**src/rtl/bus_wait_state_ctrl_if.sv**
```systemverilog
// Access request/response bundle between a bus master and the wait-state controller.
// The master side also drives the region decode and the off-chip ready line.
interface bus_wait_state_ctrl_if #(
  parameter int NUM_REGIONS = 4
) ();
  localparam int RSEL_W = (NUM_REGIONS > 1) ? $clog2(NUM_REGIONS) : 1;

  logic              mem_read;
  logic              mem_write;
  logic [31:0]       mem_addr;
  logic [7:0]        mem_wdata;
  logic [RSEL_W-1:0] region_sel;
  logic              region_ext;
  logic              ext_ready;
  logic              mem_ready;
  logic              bus_error;
  logic              cfg_hit;
  logic [7:0]        cfg_rdata;

  modport master (
    output mem_read, mem_write, mem_addr, mem_wdata, region_sel, region_ext, ext_ready,
    input  mem_ready, bus_error, cfg_hit, cfg_rdata
  );

  modport slave (
    input  mem_read, mem_write, mem_addr, mem_wdata, region_sel, region_ext, ext_ready,
    output mem_ready, bus_error, cfg_hit, cfg_rdata
  );
endinterface

```
**src/rtl/bus_wait_state_ctrl.sv**
```systemverilog
// Per-region wait-state generator with a byte-addressed config window holding the wait counts.
// Ready comes from a counter (internal regions) or ext_ready with a timeout (external regions).
module bus_wait_state_ctrl #(
  parameter int               NUM_REGIONS = 4,
  parameter int               CNT_W       = 16,
  parameter logic [31:0]      CFG_BASE    = 32'h1A10FF80,
  parameter logic [CNT_W-1:0] RESET_WAIT  = 16'h0005,
  parameter logic [CNT_W-1:0] TIMEOUT     = 16'h0FFF
) (
  input logic                  clk,
  input logic                  rst,
  bus_wait_state_ctrl_if.slave bus
);
  localparam int               RSEL_W     = (NUM_REGIONS > 1) ? $clog2(NUM_REGIONS) : 1;
  localparam logic [CNT_W-1:0] LOW16_MASK = CNT_W'(16'hFFFF);

  typedef enum logic [1:0] {IDLE, WAIT, RECOVER} state_t;

  state_t           state_q;
  logic [CNT_W-1:0] cnt_q;
  logic [CNT_W-1:0] w_q;
  logic             ext_q;
  logic             err_q;
  logic [CNT_W-1:0] wait_q [NUM_REGIONS];
  logic [CNT_W-1:0] wait_d [NUM_REGIONS];

  logic             req;
  logic             ready;
  logic             error;
  logic [31:0]      cfg_off;
  logic             cfg_hit;
  logic [3:0]       cfg_reg;
  logic [1:0]       cfg_byte;
  logic             cfg_wr;
  logic [15:0]      rd16;
  logic [15:0]      wr16;
  logic [7:0]       cfg_rdata;
  logic [CNT_W-1:0] sel_wait;

  assign req = bus.mem_read | bus.mem_write;

  // Window spans 16 region slots; unsigned wrap makes addresses below the base miss.
  assign cfg_off  = bus.mem_addr - CFG_BASE;
  assign cfg_hit  = (cfg_off[31:6] == 26'd0);
  assign cfg_reg  = cfg_off[5:2];
  assign cfg_byte = cfg_off[1:0];

  always_comb begin
    rd16 = 16'h0000;
    for (int i = 0; i < NUM_REGIONS; i++) begin
      if (cfg_reg == 4'(i)) rd16 = 16'(wait_q[i]);
    end
    cfg_rdata = 8'h00;
    if (cfg_hit && !cfg_byte[1]) cfg_rdata = cfg_byte[0] ? rd16[15:8] : rd16[7:0];
  end

  always_comb begin
    sel_wait = '0;
    for (int i = 0; i < NUM_REGIONS; i++) begin
      if (bus.region_sel == RSEL_W'(i)) sel_wait = wait_q[i];
    end
  end

  always_comb begin
    ready = 1'b0;
    error = 1'b0;
    if (state_q == WAIT && req) begin
      if (err_q) begin
        ready = 1'b1;
        error = 1'b1;
      end else if (ext_q) begin
        if (bus.ext_ready) begin
          ready = 1'b1;
        end else if (cnt_q == TIMEOUT) begin
          ready = 1'b1;
          error = 1'b1;
        end
      end else if (cnt_q == w_q) begin
        ready = 1'b1;
      end
    end
  end

  assign bus.mem_ready = ready;
  assign bus.bus_error = error;
  assign bus.cfg_hit   = cfg_hit;
  assign bus.cfg_rdata = cfg_rdata;

  // Bytes 0/1 cover the low 16 bits of a wait register; wider counters keep their upper bits.
  assign cfg_wr = ready && !error && bus.mem_write && !bus.mem_read && cfg_hit && !cfg_byte[1];

  always_comb begin
    wr16 = cfg_byte[0] ? {bus.mem_wdata, rd16[7:0]} : {rd16[15:8], bus.mem_wdata};
    for (int i = 0; i < NUM_REGIONS; i++) begin
      wait_d[i] = wait_q[i];
      if (cfg_wr && cfg_reg == 4'(i)) begin
        wait_d[i] = (wait_q[i] & ~LOW16_MASK) | (CNT_W'(wr16) & LOW16_MASK);
      end
    end
  end

  always_ff @(posedge clk or posedge rst) begin
    if (rst) begin
      state_q <= IDLE;
      cnt_q   <= '0;
      w_q     <= '0;
      ext_q   <= 1'b0;
      err_q   <= 1'b0;
      for (int i = 0; i < NUM_REGIONS; i++) wait_q[i] <= RESET_WAIT;
    end else begin
      for (int i = 0; i < NUM_REGIONS; i++) wait_q[i] <= wait_d[i];
      case (state_q)
        IDLE: begin
          if (req) begin
            state_q <= WAIT;
            cnt_q   <= '0;
            err_q   <= bus.mem_read & bus.mem_write;
            // Config accesses always complete on-chip with zero waits.
            ext_q   <= bus.region_ext & ~cfg_hit;
            w_q     <= cfg_hit ? '0 : sel_wait;
          end
        end
        WAIT: begin
          if (!req) begin
            state_q <= IDLE;
          end else if (ready) begin
            state_q <= RECOVER;
          end else if (cnt_q != '1) begin
            cnt_q <= cnt_q + 1'b1;
          end
        end
        RECOVER: state_q <= IDLE;
        default: state_q <= IDLE;
      endcase
    end
  end
endmodule

```
**src/flat_wrapper.sv**
```systemverilog
// flat-port wrapper written by rule: the top's interface ports become plain ports
module bus_wait_state_ctrl_flat 
#(
  parameter int               NUM_REGIONS = 4,
  parameter int               CNT_W       = 16,
  parameter logic [31:0]      CFG_BASE    = 32'h1A10FF80,
  parameter logic [CNT_W-1:0] RESET_WAIT  = 16'h0005,
  parameter logic [CNT_W-1:0] TIMEOUT     = 16'h0FFF
)
  (clk, rst, bus_mem_read, bus_mem_write, bus_mem_addr, bus_mem_wdata, bus_region_sel, bus_region_ext, bus_ext_ready, bus_mem_ready, bus_bus_error, bus_cfg_hit, bus_cfg_rdata);
  bus_wait_state_ctrl_if #(.NUM_REGIONS(NUM_REGIONS)) bus_i ();
  input logic clk;
  input logic rst;
  input wire logic [$bits(bus_i.mem_read)-1:0] bus_mem_read;
  input wire logic [$bits(bus_i.mem_write)-1:0] bus_mem_write;
  input wire logic [$bits(bus_i.mem_addr)-1:0] bus_mem_addr;
  input wire logic [$bits(bus_i.mem_wdata)-1:0] bus_mem_wdata;
  input wire logic [$bits(bus_i.region_sel)-1:0] bus_region_sel;
  input wire logic [$bits(bus_i.region_ext)-1:0] bus_region_ext;
  input wire logic [$bits(bus_i.ext_ready)-1:0] bus_ext_ready;
  output wire logic [$bits(bus_i.mem_ready)-1:0] bus_mem_ready;
  output wire logic [$bits(bus_i.bus_error)-1:0] bus_bus_error;
  output wire logic [$bits(bus_i.cfg_hit)-1:0] bus_cfg_hit;
  output wire logic [$bits(bus_i.cfg_rdata)-1:0] bus_cfg_rdata;
  assign bus_i.mem_read = bus_mem_read;
  assign bus_i.mem_write = bus_mem_write;
  assign bus_i.mem_addr = bus_mem_addr;
  assign bus_i.mem_wdata = bus_mem_wdata;
  assign bus_i.region_sel = bus_region_sel;
  assign bus_i.region_ext = bus_region_ext;
  assign bus_i.ext_ready = bus_ext_ready;
  assign bus_mem_ready = bus_i.mem_ready;
  assign bus_bus_error = bus_i.bus_error;
  assign bus_cfg_hit = bus_i.cfg_hit;
  assign bus_cfg_rdata = bus_i.cfg_rdata;
  bus_wait_state_ctrl #(.NUM_REGIONS(NUM_REGIONS), .CNT_W(CNT_W), .CFG_BASE(CFG_BASE), .RESET_WAIT(RESET_WAIT), .TIMEOUT(TIMEOUT)) u_core (.clk(clk), .rst(rst), .bus(bus_i));
endmodule
```
**config.mk**
```make
export PLATFORM = sky130hd
export DESIGN_NAME = bus_wait_state_ctrl_flat
export DESIGN_NICKNAME = d
export VERILOG_FILES = /design/src/rtl/bus_wait_state_ctrl_if.sv /design/src/rtl/bus_wait_state_ctrl.sv /design/src/flat_wrapper.sv
export SDC_FILE = /design/constraint.sdc
export NUM_CORES = 1
export LEC_CHECK = 0
export ABC_AREA = 1
export CORE_ASPECT_RATIO = 1.1
export CORE_MARGIN = 3
export CORE_UTILIZATION = 53
export DETAILED_ROUTE_END_ITERATION = 12
export PLACE_DENSITY = 0.77
export SETUP_SLACK_MARGIN = 0.2
export SYNTH_ARGS = -nofsm -noshare
export SYNTH_HDL_FRONTEND = slang
export SYNTH_SLANG_ARGS = --single-unit
```
**constraint.sdc**
```tcl
create_clock -name clk -period 2.98 [get_ports clk]
set_input_delay 0.596 -clock clk [delete_from_list [all_inputs] [get_ports clk]]
set_output_delay 0.596 -clock clk [all_outputs]
set_load 0.005 [all_outputs]
```
### Word level (Yosys, flattened, before mapping)

Cells that the tools add are included.

| operators by class | value |
|---|---|
| $add $sub $neg | 2 |
| equality and inequality tests | 15 |
| muxes and demuxes | 31 |
| bitwise operators | 4 |
| reduce and logical (&&, ||, !) cells | 22 |

Operators by type and width:

| kind | number |
|---|---|
| two-way mux 16 bit | 14 |
| case mux 16 bit (2 select lines) | 1 |
| subtractor 32 x 29 -> 32 bit (second input constant) | 1 |
| logical NOT 26 bit | 1 |
| adder 16 x 1 -> 16 bit (second input constant) | 1 |
| == test 16 x 12 -> 1 bit (second input constant) | 1 |
| == test 16 bit | 1 |
| two-way mux 8 bit | 2 |
| inequality test 16 bit (second input constant) | 1 |
| logical AND 1 bit | 11 |
| two-way mux 1 bit | 10 |
| == test 4 x 2 -> 1 bit (second input constant) | 2 |
| two-way mux 2 bit | 3 |
| AND reduction 5 bit | 1 |
| == test 2 x 1 -> 1 bit (second input constant) | 2 |
| == test 2 bit (second input constant) | 2 |
| == test 4 x 1 -> 1 bit (second input constant) | 1 |
| logical NOT 2 bit | 2 |
| logical NOT 4 bit | 1 |
| inequality test 2 x 1 -> 1 bit (second input constant) | 2 |
| inequality test 2 bit (second input constant) | 2 |
| case mux 2 bit (2 select lines) | 1 |
| AND reduction 2 bit | 2 |
| logical NOT 1 bit | 3 |
| other kinds (5) | 6 |

| storage, ports and cells | value |
|---|---|
| register bits after elaboration | 100 |
| input bits | 48 |
| output and inout port bits | 11 |
| logic and storage cells | 83 |

### Longest topological paths before layout

| logic depth | value |
|---|---|
| depth in word-level cells | 13 |
| depth in mapped cells | 19 |
| gate-level depth less buffers | 17 |

### Worst setup path after synthesis

Ideal clock, no wire load.

| path | value |
|---|---|
| path kind | input -> output |
| from | input bus_mem_addr[7] |
| to | output bus_cfg_rdata[0] |
| data arrival time | 1.996 ns |
| data required time | 2.384 ns |
| slack | 0.388 ns |
| cell stages on the path | 13 |
| buffers on the path | 0 |
| cells stage by stage | ha_1 -> inv_1 -> nor3_1 -> nand2_1 -> nand3_1 -> nand2_1 -> inv_1 -> nand2_1 -> nor2_1 -> nand2_1 -> nor2_2 -> nand3_4 -> a21oi_1 |

| on the way | value |
|---|---|
| word-level cells in the longest chain between the ends | 4 |

Ends and longest elaborated chain:

| what | RTL line | RTL |
|---|---|---|
| from (decl) | flat_wrapper.sv:16 | `input wire logic [$bits(bus_i.mem_addr)-1:0] bus_mem_addr;` |
| subtractor 32 x 29 -> 32 bit | bus_wait_state_ctrl.sv:43 | `assign cfg_off = bus.mem_addr - CFG_BASE;` |
| logical NOT 26 bit | bus_wait_state_ctrl.sv:44 | `assign cfg_hit = (cfg_off[31:6] == 26'd0);` |
| logical AND 1 bit | bus_wait_state_ctrl.sv:54 | `if (cfg_hit && !cfg_byte[1]) cfg_rdata = cfg_byte[0] ? rd16[15:8] : rd16[7:0];` |
| two-way mux 8 bit | bus_wait_state_ctrl.sv:54 |  |
| to (decl) | flat_wrapper.sv:24 | `output wire logic [$bits(bus_i.cfg_rdata)-1:0] bus_cfg_rdata;` |

No other way between the ends.

### Worst setup path in the final report

| path | value |
|---|---|
| from | input bus_mem_addr[10] |
| to | output bus_cfg_rdata[5] |

Same word-level chain as after synthesis.

==> impl_metrics.py <==
metrics = {
    "power_and_ir_drop": {
        "comb_power_share": 0.303,
        "p_sw_w": 0.00143,
        "vdd_drop_max_mv": 0.797,
        "seqPwrFrac": 0.392,
        "p_leak_nw": 4.72,
        "internal_power_w": 0.00269,
        "power.clock.fraction": 0.305,
        "swShare": 0.347,
        "powerDensity_nw_per_um2": 422,
    },
    "synth": {
        "ys_ff_latch": 100,
        "synth_top_family_by_area": "simple AND/OR/NAND/NOR gates",
        "synth_warnings": 0,
        "syn_area_um2": 6880,
        "synth_top_area_frac": 0.334,
        "ys_types": 41,
        "synth_largest_area_cell": "dfrtp_1",
        "synth-xor-area-share": 0.0216,
        "synthArstFlopShare": 1.00,
        "synthMuxAreaShare": 0,
        "synth-compound-area-share": 0.120,
        "yosys.area_share.simple": 0.400,
        "synth_adder_area_share": 0.00364,
        "ys_top_cells_by_area": "dfrtp_1, nand2_1, nand3_1",
        "syn-num-nets": 1081,
        "avgSynthCellArea_um2": 6.68,
        "synth-edff-count": 0,
        "ys_seq_area_frac": 0.365,
        "syn_inst": 1031,
        "ys.flop_type": "dfrtp_1",
    },
    "floorplan": {
        "placementRows": 43,
        "core_area_um2": 12600,
        "initial_core_util": 0.544,
        "die-area_um2": 14400,
        "ioPinCount": 59,
        "die_h_um": 126,
        "die_w_um": 115,
    },
    "sta": {
        "period_share": 1.07,
        "clock.fmax_mhz": 314,
        "setup_viol": 68,
        "rsz0062_at_grt": "yes",
        "skew_ns": 0.0117,
        "tightest_slew_ns": 0.731,
        "slew_headroom": 0.507,
        "slew_violations": 0,
        "hold_violations": 0,
        "fin_crit_ns": 3.19,
        "worst_slack_ns": -0.208,
    },
    "place": {
        "dp.cells": 1306,
        "gp_congestion": 0.974,
        "pre_cts_ws_ns": -1.01,
        "port_buffers": 58,
        "dp_hpwl_um": 15300,
    },
    "cts": {
        "cts_tree": "yes",
        "htree_num_levels": 3,
        "cts_buffer_depth": 2,
        "cts-root-buf": "clkbuf_16",
        "cts.sinks": 100,
        "numCtsBuffers": 9,
        "clkTransAtPathRegs_ns": 0.07,
        "clk_latency_ns": 0.36,
    },
    "cells_and_area": {
        "layout.nets": 1259,
        "finalCoreUtilization": 0.774,
        "diodes": 0,
        "fillCellCount": 853,
        "layout-drive-gt1-share": 0.305,
        "instances_no_fill": 1371,
        "area_delta_synth_final_pct": 42.2,
    },
    "setup_path": {
        "cpLargestDelayFamily": "simple AND/OR/NAND/NOR gates",
        "crit_top_cell": "nand2_1",
        "critPathArrivalTime_ns": 2.59,
        "cp_max_fo": 6,
        "cp-end-kind": "output port",
        "path_cells": "clkbuf_4 > nand2_4 > nor2_4 > nand3_4 > nand2_1 > nand2_1 > nand2_1 > nand2_1 > inv_1 > nand2_1 > nor2_2 > nand2_2 > nor2_4 > buf_6 > buf_12 > nand3_4 > a21oi_2 > buf_2",
        "cp_num_buf_inv": 5,
        "cp_slowest_stage_delay_ns": 0.18,
        "critPathKind": "input port to output port",
        "cpMaxStageDelayCell": "nor2_4",
        "cp-start-kind": "input port",
        "required_ns": 2.38,
    },
    "global_route": {
        "antenna_found_initial": 0,
        "grt_max_degree": 101,
        "grt_pass1_wl_um": 36600,
        "grt-ovfl-total": 0,
        "grt_pass1_vias": 7619,
        "track_usage": 0.317,
    },
    "routing": {
        "drt-initial-drc-count": 985,
        "dr.pass1.iters": 6,
        "drt-vias-per-instance": 6.03,
        "ant_nets": 0,
        "drt_wl_total_um": 25100,
        "drc": 0,
        "vias": 8272,
        "wl_per_cell_um": 18.3,
    },
    "run_status": {
        "violations": "setup timing",
        "outcome": "finished, violations left",
    },
    "run": {
        "drv_cap": 0,
    },
    "hold_path": {
        "worst_hold_path_type": "flop to flop",
    },
}
==> area by class of cell <==
type                       count  area (um^2)  area share
clock buffer                  10          239      0.0244
sequential                   100         2520       0.257
timing repair buffer         204         1950       0.199
clock inverter                 6         77.6     0.00793
tap                          157          196      0.0201
multi-input combinational    785         4390       0.448
inverter                     109          423      0.0432
==> timing repair <==
| item | 4_1_cts | 5_1_grt |
|---|---|---|
| buffers inserted | 24 | 16 |
| setup endpoints to repair | 75 | 75 |
| endpoints found under the hold margin | 0 | 0 |
| hold buffers | 0 | 0 |
| gates cloned | 1 | 8 |
| gates resized for setup | 215 | 115 |
| pin swaps | 68 | 64 |
==> routing by layer <==
metal,global-route usage,share of wire,vias to the layer above
met3,0.0605,0.083,152
li1,-,-,3736
met4,0.147,0.061,0
met5,0,0,-
met2,0.537,0.49,528
met1,0.387,0.37,3856
==> power groups by stage <==
| stage | sequential, W | combinational (W) | clock [W] |
|---|---|---|---|
| floorplan | 0.00160 | 0.000705 | 0 |
| global placement | 0.00164 | 0.00107 | 0 |
| detailed placement | 0.00164 | 0.00109 | 0 |
| CTS | 0.00161 | 0.00116 | 0.00127 |
| global route | 0.00163 | 0.00138 | 0.00131 |
| finish | 0.00162 | 0.00125 | 0.00126 |
==> worst paths after layout <==
kind | from | end | slack [ns] | cells after the start
worst max-delay path | bus_mem_addr[10] | bus_cfg_rdata[5] | -0.21 | 18
worst min-delay path | u_core.wait_q[50] | u_core.wait_q[50] | 0.47 | 2
worst max register to register | u_core.cnt_q[1] | u_core.wait_q[3] | 0.48 | 17
worst min register to register | u_core.wait_q[50] | u_core.wait_q[50] | 0.47 | 2
max in group asynchronous | rst | u_core.cnt_q[4] | 1.76 | 3
min in group asynchronous | rst | u_core.state_q[0] | 0.73 | 3
==> worst reg2reg max path: cells and delay by family, from the launching register on <==
| kind | cells | cell delay [ns] |
|---|---|---|
| fa+ha+maj | 1 | 0.15 |
| buf+inv | 5 | 0.72 |
| simple gates | 10 | 1.14 |
| compound gates | 1 | 0.05 |
| flops | 1 | 0.40 |
==> cells by family (layout without fill, tap and decap cells) <==
kind of cell / after synthesis / count (layout)
buf+inv: 147 / 329
flops: 100 / 100
xor+xnor: 17 / 17
fa+ha+maj: 2 / 2
compound gates: 131 / 131
simple gates: 634 / 635
==> stage by stage <==
step	hold slack [ns]	area (um^2)	setup TNS, ns	power, W
5_1_grt	0.495	9790	-10.78	0.00433
6_report	0.473	9790	-4.08	0.00413
3_5_place_dp	0.458	8320	-25.90	0.00273
4_1_cts	0.472	9130	-0.632	0.00404
3_3_place_gp	0.458	8320	-20.00	0.00270
2_1_floorplan	0.446	6890	0	0.00230
==> placed cells by master, fill, tap and decap left out, types with 8 or more instances in the layout <==
cell             Yosys  layout
a21oi_2              0       9
a21oi_1             23      13
nand3_2              0      12
dfrtp_1             92      89
nand2_4              0       9
buf_4                0     108
buf_12               0      13
nand4_1              8       8
a22o_1               9       9
xor2_1              10      10
nand3_1            123     110
o21ai_0             50      47
nand2_2              2      25
buf_6                8      22
o221ai_1             9       9
inv_2               10      26
dfstp_2              8       8
clkbuf_16            0      17
buf_2                8      16
nor2_1              88      58
nand2_1            370     338
inv_1               95      76
clkdlybuf4s50_1      0      22
nor2_2               7      14
nor2_4               4      27
==> synthesized netlist by cell type (4+ instances only) <==
master / instances
nand2_1: 370
nand3_1: 123
inv_1: 95
dfrtp_1: 92
nor2_1: 88
o21ai_0: 50
a21oi_1: 23
clkbuf_1: 20
nor3_1: 13
o2111ai_1: 11
inv_2: 10
xor2_1: 10
a22o_1: 9
o221ai_1: 9
o22ai_1: 9
buf_2: 8
buf_6: 8
dfstp_2: 8
nand4_1: 8
a211oi_1: 7
nor2_2: 7
xnor2_1: 7
a221oi_1: 5
or2_2: 5
clkinv_1: 4
nor2_4: 4
==> registers in the layout (all words and copies together), names as in the netlist <==
| register | count |
|---|---|
| u_core.state_q | 2 |
| u_core.ext_q | 1 |
| u_core.w_q | 16 |
| u_core.wait_q | 64 |
| u_core.cnt_q | 16 |
| u_core.err_q | 1 |
Power figures use the tool's default switching activity.
